`config.mk`:
```
export PLATFORM = sky130hd
export DESIGN_NAME = reg_mux_n
export DESIGN_NICKNAME = d
export VERILOG_FILES = /design/src/rtl/reg_mux_n.sv
export SDC_FILE = /design/constraint.sdc
export NUM_CORES = 1
export LEC_CHECK = 0
export CORE_AREA = 4 4 41 43
export DETAILED_ROUTE_END_ITERATION = 16
export DIE_AREA = 0 0 45 47
export PLACE_DENSITY = 0.7
export REMOVE_ABC_BUFFERS = 1
export SYNTH_ARGS = -nofsm -noshare
export SYNTH_HDL_FRONTEND = slang
export SYNTH_SLANG_ARGS = --single-unit
export TNS_END_PERCENT = 1
```
`constraint.sdc`:
```
create_clock -name clk -period 1.5 [get_ports clk]
set_clock_uncertainty 0.05 [all_clocks]
set_input_delay 0.3 -clock clk [delete_from_list [all_inputs] [get_ports clk]]
set_output_delay 0.3 -clock clk [all_outputs]
set_load 0.03 [all_outputs]
```
`src/rtl/reg_mux_n.sv`:
```
// Registered N:1 mux with a one-deep valid/ready output stage, direct or round-robin scan selection.
// Optional sticky out-of-range select flag sel_err when MUX_SEL_ERR_EN is defined.
module reg_mux_n #(
    parameter int N = 5,
    parameter int W = 1,
    localparam int SW = $clog2(N)
) (
    input  logic           clk,
    input  logic           rst,
    input  logic [N*W-1:0] in_data,
    input  logic           in_vld,
    output logic           in_rdy,
    input  logic [SW-1:0]  sel,
    input  logic           mode,
    output logic [W-1:0]   out_data,
    output logic           out_vld,
    input  logic           out_rdy,
    output logic [SW-1:0]  cur_ch
`ifdef MUX_SEL_ERR_EN
    ,
    output logic           sel_err
`endif
);

    localparam logic [SW:0]   N_V   = (SW+1)'(N);
    localparam logic [SW-1:0] LAST  = SW'(N - 1);

    logic [SW-1:0] scan_ch;
    logic [SW-1:0] src;
    logic          space;
    logic          sel_ok;
    logic          accept;

    // Handshake: a word moves when valid and ready are both high on a rising edge;
    // in_rdy never looks at in_vld, and out_vld stays high until out_rdy consumes it.
    assign space  = !out_vld || out_rdy;
    assign sel_ok = mode || ({1'b0, sel} < N_V);
    assign in_rdy = space && sel_ok;
    assign accept = in_vld && in_rdy;
    assign src    = mode ? scan_ch : sel;

    always_ff @(posedge clk) begin
        if (rst) begin
            out_data <= '0;
            out_vld  <= 1'b0;
            cur_ch   <= '0;
            scan_ch  <= '0;
        end else if (accept) begin
            out_data <= in_data[src*W +: W];
            cur_ch   <= src;
            out_vld  <= 1'b1;
            if (mode) begin
                scan_ch <= (scan_ch == LAST) ? '0 : scan_ch + 1'b1;
            end
        end else if (out_rdy) begin
            out_vld <= 1'b0;
        end
    end

`ifdef MUX_SEL_ERR_EN
    // Sticky until reset; observation only, never gates the datapath.
    always_ff @(posedge clk) begin
        if (rst) begin
            sel_err <= 1'b0;
        end else if (!mode && in_vld && ({1'b0, sel} >= N_V)) begin
            sel_err <= 1'b1;
        end
    end
`endif

endmodule

```
# [After elaboration in Yosys (flattened, before gate mapping)]
# Index checks and enable logic that the tools add are counted.
[totals] regBits=8 wordCells=19
[op_classes] add_sub_neg=1 order_cmp=1 eq_ne=1 shifts=1 mux=4 reduce_logical=7
[ops] cell="$mux 3" n=2
[ops] cell="$shiftx 5x4->1" n=1
[ops] cell="$add 3x1->3 const B" n=1
[ops] cell="$eq 3x3->1 const B" n=1
[ops] cell="$lt 3x3->1 const B" n=1
[ops] cell="$logic_and 1x1->1" n=2
[ops] cell="$logic_or 1x1->1" n=2
[ops] cell="$mux 1" n=2
[ops] cell="$reduce_and 2->1" n=1
[ops] cell="$reduce_bool 2->1" n=1
[ops] cell="$logic_not 1->1" n=1

# [Depth between registers and ports, before layout]
[depth] word_depth=5 mapped_depth=5 depth_no_buf=5

# [Worst setup path before layout]
# No wires, ideal clock.
[synth_path] path_kind="register to register" startpoint="register out_vld" endpoint="register cur_ch[2]" setup_ps=88 arrival_time_ps=1126 required_ps=1362 setup_slack_ps=235 path_stages_with_launch=5 path_buffers=1 period_less_slack_ps=1265 path_cell_list="dfxtp_1 nand2b_1 o211a_1 buf_4 a311oi_2"
[synth_via] elab_chain_len=4
[synth_lines] element="start, declared" line_no="16" text="output logic out_vld,"
[synth_lines] element="start signal, assigned" line_no="45" text="out_vld <= 1'b0;"
[synth_lines] element="start signal, assigned" line_no="51" text="out_vld <= 1'b1;"
[synth_lines] element="start signal, assigned" line_no="56" text="out_vld <= 1'b0;"
[synth_lines] element="$logic_not 1->1" line_no="36" text="assign space = !out_vld || out_rdy;"
[synth_lines] element="$logic_or 1x1->1" line_no="36"
[synth_lines] element="$logic_and 1x1->1" line_no="38" text="assign in_rdy = space && sel_ok;"
[synth_lines] element="$logic_and 1x1->1" line_no="39" text="assign accept = in_vld && in_rdy;"
[synth_lines] element="end signal, assigned" line_no="50" text="cur_ch <= src;"
[synth_lines] element="end, declared" line_no="18" text="output logic [SW-1:0] cur_ch"
# No other way between the ends.
# A chain may end at the register's enable or synchronous reset.

# [Worst setup path in the final report]
[layout_path] startpoint="input mode" endpoint="output in_rdy"
[layout_via] elab_chain_len=2
[layout_lines] element="start, declared" line_no="14" text="input logic mode,"
[layout_lines] element="$logic_or 1x1->1" line_no="37" text="assign sel_ok = mode || ({1'b0, sel} < N_V);"
[layout_lines] element="$logic_and 1x1->1" line_no="38"
[layout_lines] element="end, declared" line_no="12" text="output logic in_rdy,"
# No other way between the ends.

==> out/metrics.yaml <==
hold_path_end: "cur_ch[1]"
p_leak_uw: 0.0003651
end_kind: "primary output"
slew_headroom: 0.7879
crit_chain: "dlygate4sd2_1 -> nand2b_4 -> o21a_1 -> buf_6"
reg2reg_slack_ns: 0.14
r2r_start: "scan_ch[0]"
timing.rr.end: "out_data"
crit_fanout: 3
hp-start: "cur_ch[1]"
cts-hold-fix-buffers: 0
start_util: 0.3817
worstMarginPinSlew_ns: 0.3171
final-hold-violation-count: 0
worst-setup-path-type: "in -> out"
max_stage_delay_ns: 0.26
grt_overflow: 0
antenna_found_initial: 0
finalNonFillerCells: 102
syn_inst: 58
insertion_delay_ns: 0.25
setup-violations-final: 0
place_inst: 98
startpoint_type: "primary input"
vias_per_cell: 5.137
track_usage: 0.1515
clockPowerShare: 0.282
worstRegToRegCells: 4
rsz0062_at_grt: "no"
dieWidth_um: 45
first_pass_iters: 4
switching_share: 0.2968
syn_to_final_growth_pct: 60.45
gp_congestion: 0.7497
ys_warn_count: 0
finalCriticalPeriod_ns: 1.397
syn_area_um2: 496.7
num_rows: 13
wl_per_cell_um: 13.35
cts_tree: "done"
ant_nets: 0
slew_viol_final: 0
min_path_type: "reg -> reg"
arrival_ns: 1.05
critical_path.slowest_cell: "dlygate4sd2_1"
synth_cell_type_count: 26
ir_drop_uv: 353.1
nets: 104
setup_slack_ns: 0.1026
syn_avg_cell_area_um2: 8.564
grt_pass1_wl_mm: 2.318
whs_path_depth: 2
layout_commonest_cell: "buf_4"
post-dp-hpwl_mm: 1.056
cts-root-buf: "clkbuf_4"
vias: 524
clk_pin_slew_ns: 0.05
htreeDepth: 1
clock_sinks: 8
fmax_ghz: 0.7156
seqPwrFrac: 0.407
wl_mm: 1.362
cts_made_buffers: 3
worstPathRequired_ns: 1.15
power.switching_uw: 172.9
cts_buffer_depth: 2
fin_crit_sh: 0.9316
route.detailed.drc: 0
finalSetupTns_ns: 0
diodes: 0
portBuffers: 18
ios: 19
die_area_um2: 2115
drt_iter0_markers: 8
status: "finished clean"
p_int_uw: 409.7
die_h_um: 47
cap_violations: 0
power.density_nw_per_um2: 730.9
drive_above_1_share: 0.2414
power_frac_comb: 0.311
core_um2: 1301
ys_seq_area_frac: 0.3224
grt_max_degree: 10
layout_common_cells: "buf_4, dfxtp_1, dlygate4sd2_1"
grt_pass1_vias: 516
dpl_worst_slack_ns: -0.3091
ys_ff_latch: 8
## final cells by class
cell class | count | area, um^2
timing repair buffer | 29 | 262.8
inverter | 3 | 11.26
fill | 127 | 504.2
tap | 15 | 18.77
sequential | 8 | 160.2
multi-input combinational | 44 | 321.6
clock buffer | 3 | 22.52
## state kept, by name (all words and copies together), names as in the netlist
signal / count
cur_ch: 3
out_data: 1
out_vld: 1
scan_ch: 3
## kinds of logic (layout without fill, tap and decap cells)
group	Yosys count	after routing	synth area share
compound gates	14	14	0.2242
buf+inv	6	35	0.06042
fa+ha+maj	2	2	0.05037
mux	5	5	0.1033
flops	8	8	0.3224
simple gates	23	23	0.2393
## routing by layer
| layer | global-route usage | vias to the layer above | part of all wire |
|---|---|---|---|
| li1 | - | 271 | - |
| met1 | 0.1885 | 239 | 0.45 |
| met2 | 0.2571 | 14 | 0.49 |
| met3 | 0.04598 | 0 | 0.061 |
| met4 | 0.03509 | 0 | 0 |
| met5 | 0 | - | 0 |
## Yosys cell counts
library cell  number  area [um^2]
ha_1               2        25.02
nor3_1             2        10.01
nand2_1            5        18.77
a211oi_1           2        15.01
a311oi_1           1        8.760
o21a_1             1        7.510
o21ai_1            2        10.01
inv_2              1        3.750
inv_1              1        3.750
nand3_1            3        15.01
nand2b_1           2        12.51
mux2_1             1        11.26
mux2i_1            4        40.04
buf_1              1        3.750
nand3b_1           1        7.510
a32o_1             1        10.01
and3_1             1        6.260
nor2_1             7        26.28
nor3b_1            1        7.510
buf_4              2        15.01
clkinv_1           1        3.750
dfxtp_1            8        160.2
a21oi_1            4        20.02
o211a_1            1        10.01
nor4b_2            1        15.01
a311oi_2           2        30.03
## stage by stage
step | power [uW] | hold slack (ns) | area (um^2) | util
3_3_place_gp | 421.4 | 0.4421 | 749.5 | 0.5760
5_1_grt | 624.2 | 0.4837 | 797.0 | 0.6125
3_5_place_dp | 424.3 | 0.4425 | 749.5 | 0.5760
6_report | 582.6 | 0.4466 | 797.0 | 0.6125
4_1_cts | 588.3 | 0.4477 | 773.2 | 0.5942
2_1_floorplan | 322.6 | 0.3179 | 478.0 | -
## how the worst max path moves through the flow
stage / slack, ns / end / startpoint
after floorplan: 0.22 / cur_ch[2] / out_vld
after global placement: -0.30 / cur_ch[2] / mode
after detailed placement: -0.31 / cur_ch[2] / mode
after CTS: -0.11 / in_rdy / out_rdy
after global routing: 0.04 / out_data / scan_ch[0]
final: 0.10 / in_rdy / mode
## critical path, delay by kind of cell
kind | cells | cell delay [ns]
buffers and inverters | 2 | 0.40
AOI/OAI and AO/OA | 1 | 0.19
and+or+nand+nor | 1 | 0.16
## power by group through the flow
stage          Sequential [uW]  Clock (uW)  Combinational [uW]
2_1_floorplan              261           0                61.2
3_3_place_gp               240           0                 181
3_5_place_dp               241           0                 183
4_1_cts                    236         174                 178
5_1_grt                    239         188                 198
6_report                   237         164                 181
## what timing repair did
action | CTS | global route
gates resized for setup | 10 | 4
pin swaps | 0 | 0
buffers inserted | 0 | 1
setup endpoints to repair | 9 | 4
No activity file was read; power rests on OpenSTA's default activity.
